--- config.mk ---
export PLATFORM = sky130hd
export DESIGN_NAME = adder_operand_sequencer
export DESIGN_NICKNAME = d
export VERILOG_FILES = /design/src/rtl/adder_operand_sequencer.sv
export SDC_FILE = /design/constraint.sdc
export NUM_CORES = 1
export LEC_CHECK = 0
export CORE_ASPECT_RATIO = 1.2
export CORE_MARGIN = 1
export CORE_UTILIZATION = 30
export CTS_BUF_LIST = sky130_fd_sc_hd__clkbuf_4 sky130_fd_sc_hd__clkbuf_8 sky130_fd_sc_hd__clkbuf_16
export DETAILED_ROUTE_END_ITERATION = 12
export GPL_TIMING_DRIVEN = 0
export HOLD_SLACK_MARGIN = 0.03
export PLACE_DENSITY_LB_ADDON = 0.15
export SKIP_LAST_GASP = 1
export SLEW_MARGIN = 20
export SYNTH_ARGS = -nofsm -noshare
export SYNTH_HDL_FRONTEND = slang
export SYNTH_SLANG_ARGS = --single-unit
--- constraint.sdc ---
create_clock -name clock -period 2.9 [get_ports clock]
set_clock_uncertainty 0.05 [all_clocks]
set_input_delay 0.58 -clock clock [delete_from_list [all_inputs] [get_ports clock]]
set_output_delay 0.58 -clock clock [all_outputs]
set_load 0.01 [all_outputs]
--- src/rtl/adder_operand_sequencer.sv ---
// Debounces key_n into a one-cycle press and steps x -> y/carry_in capture (define ADDER_OPERAND_SEQUENCER_DEBOUNCE_BYPASS_EN to skip debouncing).
// Latency: press is high DEBOUNCE_CYCLES+3 edges after key_n falls (4 edges in bypass); the FSM acts on the following edge.
// Backpressure: x/y/carry_in are held with out_valid until out_valid & out_ready; a new press drops an unaccepted pair.
module adder_operand_sequencer #(
   parameter int WIDTH           = 4,
   parameter int DEBOUNCE_CYCLES = 500000
) (
   input  logic             clock,
   input  logic             reset,
   input  logic             key_n,
   input  logic [WIDTH-1:0] sw_data,
   input  logic             sw_cin,
   output logic [WIDTH-1:0] x,
   output logic [WIDTH-1:0] y,
   output logic             carry_in,
   output logic             out_valid,
   input  logic             out_ready,
   output logic [1:0]       phase,
   output logic             press
);

   typedef enum logic [1:0] {
      ENTER_X = 2'd0,
      ENTER_Y = 2'd1,
      PRESENT = 2'd2
   } state_t;

   logic             r_sync1;
   logic             r_sync2;
   logic             w_s;
   logic             r_db;
   logic             r_db_prev;
   logic             r_press;

   state_t           r_state;
   state_t           w_state_nxt;
   logic [WIDTH-1:0] r_x;
   logic [WIDTH-1:0] w_x_nxt;
   logic [WIDTH-1:0] r_y;
   logic [WIDTH-1:0] w_y_nxt;
   logic             r_cin;
   logic             w_cin_nxt;
   logic             r_valid;
   logic             w_valid_nxt;

   // Synchronisers idle at the released level so reset never fakes a press.
   always_ff @(posedge clock) begin
      if (!reset) begin
         r_sync1 <= 1'b1;
         r_sync2 <= 1'b1;
      end else begin
         r_sync1 <= key_n;
         r_sync2 <= r_sync1;
      end
   end

   assign w_s = r_sync2;

`ifdef ADDER_OPERAND_SEQUENCER_DEBOUNCE_BYPASS_EN
   always_ff @(posedge clock) begin
      if (!reset) begin
         r_db <= 1'b1;
      end else begin
         r_db <= w_s;
      end
   end
`else
   localparam int             CW       = $clog2(DEBOUNCE_CYCLES);
   localparam logic [CW-1:0]  CNT_LAST = CW'(DEBOUNCE_CYCLES - 1);

   logic [CW-1:0] r_cnt;

   // The level must differ from db for DEBOUNCE_CYCLES consecutive edges to be accepted.
   always_ff @(posedge clock) begin
      if (!reset) begin
         r_db  <= 1'b1;
         r_cnt <= '0;
      end else if (w_s == r_db) begin
         r_cnt <= '0;
      end else if (r_cnt == CNT_LAST) begin
         r_db  <= w_s;
         r_cnt <= '0;
      end else begin
         r_cnt <= r_cnt + 1'b1;
      end
   end
`endif

   always_ff @(posedge clock) begin
      if (!reset) begin
         r_db_prev <= 1'b1;
         r_press   <= 1'b0;
      end else begin
         r_db_prev <= r_db;
         r_press   <= r_db_prev & ~r_db;
      end
   end

   always_ff @(posedge clock) begin
      if (!reset) begin
         r_state <= ENTER_X;
         r_x     <= '0;
         r_y     <= '0;
         r_cin   <= 1'b0;
         r_valid <= 1'b0;
      end else begin
         r_state <= w_state_nxt;
         r_x     <= w_x_nxt;
         r_y     <= w_y_nxt;
         r_cin   <= w_cin_nxt;
         r_valid <= w_valid_nxt;
      end
   end

   always_comb begin
      w_state_nxt = r_state;
      w_x_nxt     = r_x;
      w_y_nxt     = r_y;
      w_cin_nxt   = r_cin;
      w_valid_nxt = r_valid;
      case (r_state)
         ENTER_X: begin
            if (r_press) begin
               w_x_nxt     = sw_data;
               w_state_nxt = ENTER_Y;
            end
         end
         ENTER_Y: begin
            if (r_press) begin
               w_y_nxt     = sw_data;
               w_cin_nxt   = sw_cin;
               w_valid_nxt = 1'b1;
               w_state_nxt = PRESENT;
            end
         end
         PRESENT: begin
            // A press outranks a same-edge handshake: the pair is dropped, not delivered.
            if (r_press) begin
               w_valid_nxt = 1'b0;
               w_state_nxt = ENTER_X;
            end else if (r_valid && out_ready) begin
               w_valid_nxt = 1'b0;
            end
         end
         default: begin
            w_valid_nxt = 1'b0;
            w_state_nxt = ENTER_X;
         end
      endcase
   end

   assign x         = r_x;
   assign y         = r_y;
   assign carry_in  = r_cin;
   assign out_valid = r_valid;
   assign phase     = r_state;
   assign press     = r_press;

endmodule

==> impl_summary.log, run 1 <==
[metrics] status: completed
[metrics] global route overflow: 0
[metrics] Critical Path Source: r_cnt[11]$_SDFF_PP0_
[metrics] start of the worst register-to-register path: r_cnt[11]$_SDFF_PP0_
[metrics] relative slew slack: 40.27%
[metrics] Critical Path, Cell by Cell: or4b_1 > or4_4 > o211ai_4 > buf_8 > nor2_1
[metrics] die outline area: 5327 um2
[metrics] critical path's top delay family: simple AND/OR/NAND/NOR gates
[metrics] Clock H-tree levels: 2
[metrics] first-pass GRT wire length: 4726 um
[metrics] multiplexer area fraction after synthesis: 6.623%
[metrics] EDFF count, synth: 0
[metrics] Avg Inst Size Synth: about 10 um2
[metrics] synthesized net count: 165
[metrics] largest fanout of any net on the critical path: 10
[metrics] maximum number of pins on one net before global-route repair: 12
[metrics] startpoint kind of the worst setup timing path: flip-flop
[metrics] clock tree from TritonCTS: built
[metrics] Post-Syn Area: about 1500 um2
[metrics] core footprint: around 4700 um2
[metrics] vias per cell: between 4 and 5
[metrics] initial antenna violation count: 0
[metrics] xor-xnor portion of the synthesized cell area: 9.851%
[metrics] # port buffers: 21
[metrics] Inst Count DP: 234
[metrics] final weighted congestion in routability-driven placement: between 0.7 and 0.8
[metrics] MaxCap Viol Count: 0
[metrics] setup TNS: 0 ns
[metrics] start point of the worst hold path: r_db_prev$_SDFF_PN1_
[metrics] CTS Buf Count: 5
[metrics] flip-flop and latch count after synthesis: 36
[metrics] final worst-path cycle share: 76.67%
[metrics] post-synthesis compound-gate area fraction: 5.132%
[metrics] number of instances resized during post-cts repair: 0
[metrics] Final Net Count: 193
[metrics] CTS max path bufs: 2
[metrics] DIE HEIGHT: 79.76 um
[metrics] clock tree root buffer cell: sky130_fd_sc_hd__clkbuf_8
[metrics] Final Hold Violating Endpoints: 0
[metrics] post-detail-place hpwl: 2099 um
[metrics] proportion of synthesized chip area in sequential cells: a little under half
[metrics] Post-Syn Instances: 155
[metrics] total number of placement rows: 27
[metrics] Top Ports: 22
[metrics] number of detailed-route iterations in the first pass: 4
[metrics] arrival time of data at the critical path endpoint: 2.34 ns
[metrics] non-filler instance count after layout: 242
[metrics] # Post-CTS Setup Buffers: 0
[metrics] clock tree sinks: 36
[metrics] biggest cell delay along the critical path: about 0.56 ns
[metrics] count of routing violations after the opening detailed-route iteration: 23
[metrics] Initial Utilization: 31.96%
[metrics] leakage power total: 0.6014 nW
[metrics] Layout fillers: 483
[metrics] average routed wire per standard cell: roughly 12 um
[metrics] PnR Total Power: 964.0 uW
[metrics] Die Wd: 66.80 um
[metrics] final critical-path required period: 2.223 ns
[metrics] Layout Area Growth over Synthesis: 26.08%
[metrics] Buf/Inv on CP: 1
[metrics] Critical Path RT: 3.02 ns
[metrics] Final Max Tran Viols: 0
[metrics] Post-synth ARST share: 0%
[metrics] Max rail drop VDD: 170.1 uV
[metrics] number of warning messages in the yosys log: 0
[metrics] Total Routing Usage GR: 12.10%
[metrics] # hold bufs at CTS: 0
[metrics] vias in the first global route: 1067
[metrics] most used cells in the layout excluding fill and tap cells: 36 x sky130_fd_sc_hd__dfxtp_1, 22 x sky130_fd_sc_hd__nor2_1, 21 x sky130_fd_sc_hd__clkdlybuf4s50_1
[metrics] final wirelength: 2911 um
[metrics] power density relative to cell area: slightly above 500 nW/um2
[metrics] path type of the worst setup path: reg -> reg
[metrics] synthesized-area fraction occupied by and/or/nand/nor cells: 26.82%
[metrics] number of antenna-violating nets in the routed design: 0
[metrics] primary flip-flop cell chosen by synthesis mapping: sky130_fd_sc_hd__dfxtp_1
[metrics] total vias in the final route: 1114
[metrics] clock-pin slew of the registers on the worst-case setup and hold paths: 0.08 ns
[metrics] fraction of final layout cells with drive strength greater than 1: 8.696%
[metrics] commonest non-fill, non-tap cell in the layout: sky130_fd_sc_hd__dfxtp_1
[metrics] number of distinct standard cells referenced by the synthesized netlist: 32
[metrics] unrepaired setup endpoints after global routing: false
[metrics] final setup violation count: 0
[metrics] kind of capture point of the worst setup path: flip-flop
[metrics] setup slack of the worst register-to-register path: 0.68 ns
[metrics] post-detailed-route DRC marker count: 0
[metrics] Min-Delay Path Class: reg -> reg
[metrics] Slowest cell on crit path: sky130_fd_sc_hd__or4b_1
[metrics] main combinational cell family by area after synthesis: simple AND/OR/NAND/NOR gates
[metrics] transition time at the pin with the least slew margin: 0.8940 ns
[metrics] clock latency on the worst-skew pair: 0.29 ns
[metrics] Max Clk Rate: 449.8 MHz
[metrics] Diodes inserted: 0
[metrics] adder-cell share of the synthesized area: less than 1%
[path summary, 6_finish.rpt]
check                        endpoint  cells past startpoint
setup / recovery  r_cnt[0]$_SDFF_PP0_                      5
hold / removal       press$_SDFF_PN0_                      1
hold reg to reg      press$_SDFF_PN0_                      1
setup reg to reg  r_cnt[0]$_SDFF_PP0_                      5
[sequential cells by signal, summed over array words and instances (netlist names)]
name,cells
phase,2
r_cnt,19
r_db,1
press,1
y,4
x,4
r_sync1,1
carry_in,1
r_db_prev,1
out_valid,1
r_sync2,1
[metal layers]
| layer | routed length (um) | track usage [%] | up-vias |
|---|---|---|---|
| li1 | - | - | 580 |
| met1 | 1357 | 14.11 | 508 |
| met2 | 1367 | 19.29 | 21 |
| met3 | 139 | 4.286 | 5 |
| met4 | 46 | 5.957 | 0 |
| met5 | 0 | 0 | - |
[cell type report]
type                    count  area [um2]  share of cell area, %
flip-flops and latches     36       720.7                  37.82
multi-input cells         110       744.5                  39.07
plain buffers               4       27.53                  1.445
clock inverters             2       35.03                  1.838
clock buffers               6       76.32                  4.005
inverters                   5       18.77                 0.9849
well taps                  58       72.57                  3.808
repair buffers             21       210.2                  11.03
[logic make-up (layout without fill, tap and decap cells)]
logic type	count (synthesis)	after routing
flops	36	36
xor+xnor	17	17
simple gates	74	74
buf+inv	9	38
compound gates	8	8
mux	10	10
fa+ha+maj	1	1
[synth_stat cells (all sizes together) (4+ instances only)]
cell type	instances	area share, %
nor2	22	5.5
nor4	7	2.9
nand2	6	1.5
nor2b	11	4.6
mux2i	10	6.6
xnor2	14	8.1
dfxtp	36	48
inv	5	1.2
nand3	7	2.3
nor3	4	1.3
nand4	5	2.5
[metrics by stage]
step	worst slack, ns	hold WS [ns]	utilization, %	cell area [um2]
6_report	0.6766	0.3816	40.29	1906
5_1_grt	0.5998	0.4007	40.29	1906
4_1_cts	0.6627	0.3791	40.29	1906
3_5_place_dp	0.6849	0.3581	37.94	1794
3_3_place_gp	0.6932	0.3590	37.94	1794
2_1_floorplan	0.8848	0.3363	-	1511
[where the power goes]
part | internal, mW | switching [mW]
combinational | 0.0152 | 0.00902
clock | 0.265 | 0.178
sequential | 0.496 | 0.00116
No activity file was read; power rests on OpenSTA's default activity.
==> run 2, diff against run 1 <==
Clock period 2.9 ns to 1.9 ns, I/O delays scaled along.
==> run 2 against run 1 <==
  * The flow now finishes with violations (negative setup slack)
  * Sequential share of layout area down 0.33 points
  * Largest cell class unchanged
  * Highest routed layer unchanged
  * Cell count up 1.7%
  * Critical path depth unchanged
  * Sequential power up 52%
  * Critical endpoint unchanged
  * Hold slack worse by 0.017 ns
  * Largest power group unchanged
  * Maximum frequency up 8.3%
  * First-iteration DRC count up 70%
  * Global-route usage up 0.23 points
  * Via count up 4.5%
  * Core utilization up 1.1 points
==> impl_summary.log, run 2 (synthesis gave the netlist of run 1 again) <==
[metrics] global route overflow: 0
[metrics] final core area utilization: 41.35%
[metrics] Total Routing Usage GR: 12.32%
[metrics] Diodes inserted: 0
[metrics] number of antenna-violating nets in the routed design: 0
[metrics] first-pass GRT wire length: between 4000 and 5000 um
[metrics] Min-Delay Path Class: reg -> reg
[metrics] Final Hold Violating Endpoints: 0
[metrics] Final Net Count: 198
[metrics] critical path's top delay family: simple AND/OR/NAND/NOR gates
[metrics] start point of the worst hold path: r_sync1$_SDFF_PN1_
[metrics] clock latency on the worst-skew pair: 0.28 ns
[metrics] failing checks: negative setup slack
[metrics] clock-pin slew of the registers on the worst-case setup and hold paths: around 0.07 ns
[metrics] Clock H-tree levels: 2
[metrics] Top Ports: 22
[metrics] total vias in the final route: ~1200
[metrics] final critical-path required period: 2.053 ns
[metrics] post-place setup slack: -0.3048 ns
[metrics] relative slew slack: 46.53%
[metrics] Worst Slack Setup Final: -0.1530 ns
[metrics] setup slack of the worst register-to-register path: -0.15 ns
[metrics] number of detailed-route iterations in the first pass: 4
[metrics] worst reg2reg path depth: 5
[metrics] clock tree root buffer cell: sky130_fd_sc_hd__clkbuf_8
[metrics] Max Clk Rate: 487.1 MHz
[metrics] final weighted congestion in routability-driven placement: 0.7847
[metrics] # port buffers: 21
[metrics] post-detailed-route DRC marker count: 0
[metrics] unrepaired setup endpoints after global routing: true
[metrics] non-filler instance count after layout: 246
[metrics] Layout Area Growth over Synthesis: 29.39%
[metrics] clock tree from TritonCTS: built
[metrics] CTS Buf Count: 5
[metrics] biggest cell delay along the critical path: ~0.57 ns
[metrics] Initial Utilization: a little under a third
[metrics] Buf/Inv on CP: 1
[metrics] Final Max Tran Viols: 0
[metrics] post-place instance area: 1797 um2
[metrics] Top reg by flops: r_cnt
[metrics] MaxCap Viol Count: 0
[metrics] Slowest cell on crit path: sky130_fd_sc_hd__or4_4
[metrics] # hold bufs at CTS: 0
[metrics] fraction of final layout cells with drive strength greater than 1: 13.83%
[metrics] path type of the worst setup path: reg -> reg
[metrics] die outline area: 5327 um2
[metrics] count of routing violations after the opening detailed-route iteration: 39
[metrics] leakage power total: ~0.63 nW
[metrics] transition time at the pin with the least slew margin: approximately 0.80 ns
[metrics] vias per cell: 4.732
[metrics] Critical Path, Cell by Cell: or3b_2 > or4_4 > o211ai_4 > buf_8 > nor2_1
[metrics] maximum number of pins on one net before global-route repair: 11
[metrics] most used cells in the layout excluding fill and tap cells: 30 x sky130_fd_sc_hd__dfxtp_1, 22 x sky130_fd_sc_hd__nor2_1, 21 x sky130_fd_sc_hd__clkdlybuf4s50_1
[metrics] cell depth of the worst min-delay path: 1
[metrics] setup TNS: -2.618 ns
[metrics] area of the multi-input gates: about 760 um2
[metrics] status: complete, but fails checks
[metrics] DIE HEIGHT: 79.76 um
[metrics] post-detail-place hpwl: between 2000 and 2500 um
[metrics] vias in the first global route: 1130
[metrics] reg2reg end: r_cnt[0]$_SDFF_PP0_
[metrics] Critical Path RT: roughly 2 ns
[metrics] endpoint of the worst hold-timing path: r_sync2$_SDFF_PN1_
[metrics] arrival time of data at the critical path endpoint: 2.17 ns
[metrics] Max rail drop VDD: roughly 310 uV
[metrics] largest fanout of any net on the critical path: 10
[metrics] CTS max path bufs: 2
[metrics] final wirelength: 2920 um
[metrics] final worst-path cycle share: 108.1%
[metrics] Layout fillers: 473
[metrics] Die Wd: 66.80 um
[metrics] commonest non-fill, non-tap cell in the layout: sky130_fd_sc_hd__dfxtp_1
[metrics] final design instance area without fill: 1956 um2
[metrics] kind of capture point of the worst setup path: flip-flop
[metrics] power density relative to cell area: 703.3 nW/um2
[metrics] number of cells on the critical path: 5
[metrics] startpoint kind of the worst setup timing path: flip-flop
[metrics] Inst Count DP: about 230
[metrics] core footprint: 4730 um2
[metrics] total number of placement rows: 27
[metrics] number of flip-flops under the largest register name: 19
[metrics] average routed wire per standard cell: 11.87 um
[metrics] initial antenna violation count: 0
[metrics] footprint of the flip-flops and latches: approximately 730 um2
[metrics] clock tree sinks: 36
[metrics] final setup violation count: 19
[metrics] start of the worst register-to-register path: r_cnt[12]$_SDFF_PP0_
-- run 2: power breakdown --
group          switching (mW)  internal (mW)
sequential            0.00157          0.754
combinational          0.0142         0.0253
clock                   0.258          0.323
-- run 2: layout make-up --
cell class                      instances  share of cell area [%]
Buffer                                  4                   1.408
Clock buffer                            7                   4.926
Inverter                                5                  0.9597
Multi-Input combinational cell        110                   38.84
Sequential cell                        36                   37.49
Tap cell                               58                   3.711
Timing Repair Buffer                   26                   12.67
-- run 2: timing repair --
action,in CTS,in global routing
endpoints found under the setup margin,20,20
setup buffers,5,0
resized for setup,5,3
pin swaps,1,1
-- run 2: how the worst max path moves through the flow --
stage | endpoint | start | slack (ns)
final | r_cnt[0]$_SDFF_PP0_ | r_cnt[12]$_SDFF_PP0_ | -0.15
after global routing | r_cnt[0]$_SDFF_PP0_ | r_cnt[10]$_SDFF_PP0_ | -0.23
after CTS | r_cnt[0]$_SDFF_PP0_ | r_cnt[11]$_SDFF_PP0_ | -0.19
after detailed placement | r_cnt[10]$_SDFF_PP0_ | r_cnt[8]$_SDFF_PP0_ | -0.30
after global placement | r_cnt[0]$_SDFF_PP0_ | r_cnt[8]$_SDFF_PP0_ | -0.28
after floorplan | r_cnt[10]$_SDFF_PP0_ | r_cnt[10]$_SDFF_PP0_ | -0.09
-- run 2: stage by stage --
stage,hold WS (ns),power (mW)
global route,0.3972,1.435
global placement,0.3393,0.8119
floorplan,0.3363,0.7891
detailed placement,0.3488,0.8129
CTS,0.3666,1.399
finish,0.3641,1.375
-- run 2: layer usage --
layer / part of all wire [%] / track usage (%)
met2: 49 / 21.21
met1: 46 / 14.25
met5: 0 / 0
met4: 1.1 / 4.468
met3: 4.3 / 3.429
==> run 3, diff against run 2 <==
Settings changed: CELL_PAD_IN_SITES_DETAIL_PLACEMENT set to 1, CELL_PAD_IN_SITES_GLOBAL_PLACEMENT set to 2.
==> run 3 against run 2 <==
  * Critical path type unchanged
  * Power increased by 6.9%
  * Cell area increased by 5.1%
  * Maximum frequency decreased by 0.98%
  * The run still ends with negative setup slack left
  * First-iteration DRC count decreased by 33%
  * Highest routed layer unchanged
  * Die area unchanged
  * Hold slack improved by 0.014 ns
  * Worst setup slack got worse by 0.020 ns
  * Non-clock buffer count increased by 8
  * Largest cell class unchanged
==> impl_summary.log, run 3 (synthesis gave the netlist of run 1 again) <==
[metrics] post-place setup slack: -0.3082 ns
[metrics] Inst Count DP: around 230
[metrics] leakage power total: roughly 0.68 nW
[metrics] average routed wire per standard cell: 12.89 um
[metrics] CTS max path bufs: 2
[metrics] final weighted congestion in routability-driven placement: 0.7013
[metrics] final setup violation count: 19
[metrics] CTS Buf Count: 5
[metrics] first-pass GRT wire length: 5568 um
[metrics] Initial Utilization: 31.96%
[metrics] Critical Path RT: 2.03 ns
[metrics] DIE HEIGHT: 79.76 um
[metrics] status: complete, but fails checks
[metrics] final hold slack: 0.3786 ns
[metrics] biggest cell delay along the critical path: 0.55 ns
[metrics] cell depth of the worst min-delay path: 1
[metrics] Layout fillers: about 550
[metrics] Max Clk Rate: 482.3 MHz
[metrics] fraction of final layout cells with drive strength greater than 1: 20.30%
[metrics] number of cells on the critical path: 6
[metrics] clock tree from TritonCTS: built
[metrics] post-detailed-route DRC marker count: 0
[metrics] total vias in the final route: 1217
[metrics] clock tree root buffer cell: sky130_fd_sc_hd__clkbuf_8
[metrics] vias per cell: 4.773
[metrics] path type of the worst setup path: reg -> reg
[metrics] Final Hold Violating Endpoints: 0
[metrics] final wirelength: roughly 3300 um
[metrics] Clock H-tree levels: 2
[metrics] failing checks: negative setup slack
[metrics] Slowest cell on crit path: sky130_fd_sc_hd__or4_4
[metrics] final design instance area without fill: 2056 um2
[metrics] critical path's top delay family: simple AND/OR/NAND/NOR gates
[metrics] number of flip-flops under the largest register name: 19
[metrics] worst reg2reg path depth: 6
[metrics] vias in the first global route: roughly 1300
[metrics] MaxCap Viol Count: 0
[metrics] Worst Slack Setup Final: -0.1734 ns
[metrics] PnR Total Power: between 1 and 1.5 mW
[metrics] commonest non-fill, non-tap cell in the layout: sky130_fd_sc_hd__dfxtp_1
[metrics] die outline area: 5327 um2
[metrics] count of routing violations after the opening detailed-route iteration: 26
[metrics] largest fanout of any net on the critical path: 8
[metrics] unrepaired setup endpoints after global routing: true
[metrics] # hold bufs at CTS: 0
[metrics] core footprint: roughly 4700 um2
[metrics] power dissipated by switching net loads: 282.8 uW
[metrics] power density relative to cell area: 715.4 nW/um2
[metrics] portion of total power attributed to combinational logic: approximately 3.3%
[metrics] non-filler instance count after layout: 255
[metrics] Clock Power Share: 45.4%
[metrics] Diodes inserted: 0
[metrics] clock-pin slew of the registers on the worst-case setup and hold paths: 0.07 ns
[metrics] final core area utilization: 43.47%
[metrics] Total Routing Usage GR: 14.11%
[metrics] post-place instance area: around 1800 um2
[metrics] Final Net Count: slightly above 200
[metrics] final worst-path cycle share: 109.1%
[metrics] Top Ports: 22
[metrics] kind of capture point of the worst setup path: flip-flop
[metrics] # port buffers: 21
[metrics] transition time at the pin with the least slew margin: approximately 0.86 ns
[metrics] sequential share of power: 51.3%
[metrics] internal power: 1.188 mW
[metrics] number of antenna-violating nets in the routed design: 0
[metrics] global route overflow: 0
[metrics] Final Max Tran Viols: 0
[metrics] Max rail drop VDD: 371.3 uV
[metrics] Buf/Inv on CP: 2
[metrics] Layout Area Growth over Synthesis: 36.01%
[metrics] clock tree sinks: 36
[metrics] clock latency on the worst-skew pair: 0.28 ns
[metrics] relative slew slack: 42.63%
[metrics] Critical Path, Cell by Cell: or4b_4 > or4_4 > o211ai_4 > buf_12 > buf_8 > nor2_1
[metrics] setup TNS: -3.119 ns
[metrics] post-detail-place hpwl: 2259 um
[metrics] arrival time of data at the critical path endpoint: around 2.2 ns
[metrics] final critical-path required period: 2.073 ns
[metrics] Min-Delay Path Class: reg -> reg
[metrics] startpoint kind of the worst setup timing path: flip-flop
[metrics] initial antenna violation count: 0
[metrics] number of detailed-route iterations in the first pass: 3
[metrics] Top reg by flops: r_cnt
[metrics] total number of placement rows: 27
[metrics] most used cells in the layout excluding fill and tap cells: 29 x sky130_fd_sc_hd__dfxtp_1, 21 x sky130_fd_sc_hd__clkdlybuf4s50_1, 19 x sky130_fd_sc_hd__nor2_1
[metrics] Die Wd: 66.80 um
[metrics] Net Sw Frac: 19.23%
[metrics] maximum number of pins on one net before global-route repair: 12
[run 3: worst paths after layout]
| check | slack [ns] | end | from |
|---|---|---|---|
| max | -0.17 | r_cnt[10]$_SDFF_PP0_ | r_cnt[11]$_SDFF_PP0_ |
| min reg2reg | 0.38 | r_sync2$_SDFF_PN1_ | r_sync1$_SDFF_PN1_ |
| max reg2reg | -0.17 | r_cnt[10]$_SDFF_PP0_ | r_cnt[11]$_SDFF_PP0_ |
| min | 0.38 | r_sync2$_SDFF_PN1_ | r_sync1$_SDFF_PN1_ |
[run 3: area by class of cell]
class | instances | area (um2) | share of cell area [%]
clock inverter | 2 | 35.03 | 1.704
clock buffer | 6 | 76.32 | 3.713
sequential | 36 | 737.0 | 35.85
tap | 58 | 72.57 | 3.530
timing repair buffer | 34 | 332.8 | 16.19
multi-input combinational | 110 | 755.7 | 36.76
inverter | 5 | 18.77 | 0.9130
buffer | 4 | 27.53 | 1.339
[run 3: what timing repair did]
| action | in CTS | in global routing |
|---|---|---|
| buffers inserted | 7 | 6 |
| endpoints found under the setup margin | 20 | 20 |
| gates resized for setup | 5 | 8 |
| pin swaps | 7 | 1 |
| gates cloned | 1 | 0 |
[run 3: per-layer routing]
metal | vias to the layer above | wire [um] | GRT usage (%)
met5 | - | 0 | 0
met4 | 0 | 66 | 6.383
met3 | 6 | 125 | 3.000
met2 | 25 | 1734 | 25.76
met1 | 576 | 1359 | 15.10
li1 | 610 | - | -
[run 3: power by group through the flow]
| stage | registers, mW | logic, mW | clock network, mW |
|---|---|---|---|
| 2_1_floorplan | 0.775 | 0.0138 | 0 |
| 3_5_place_dp | 0.776 | 0.0373 | 0 |
| 6_report | 0.754 | 0.0485 | 0.668 |
| 5_1_grt | 0.754 | 0.0529 | 0.729 |
| 4_1_cts | 0.757 | 0.0491 | 0.692 |
| 3_3_place_gp | 0.776 | 0.0364 | 0 |
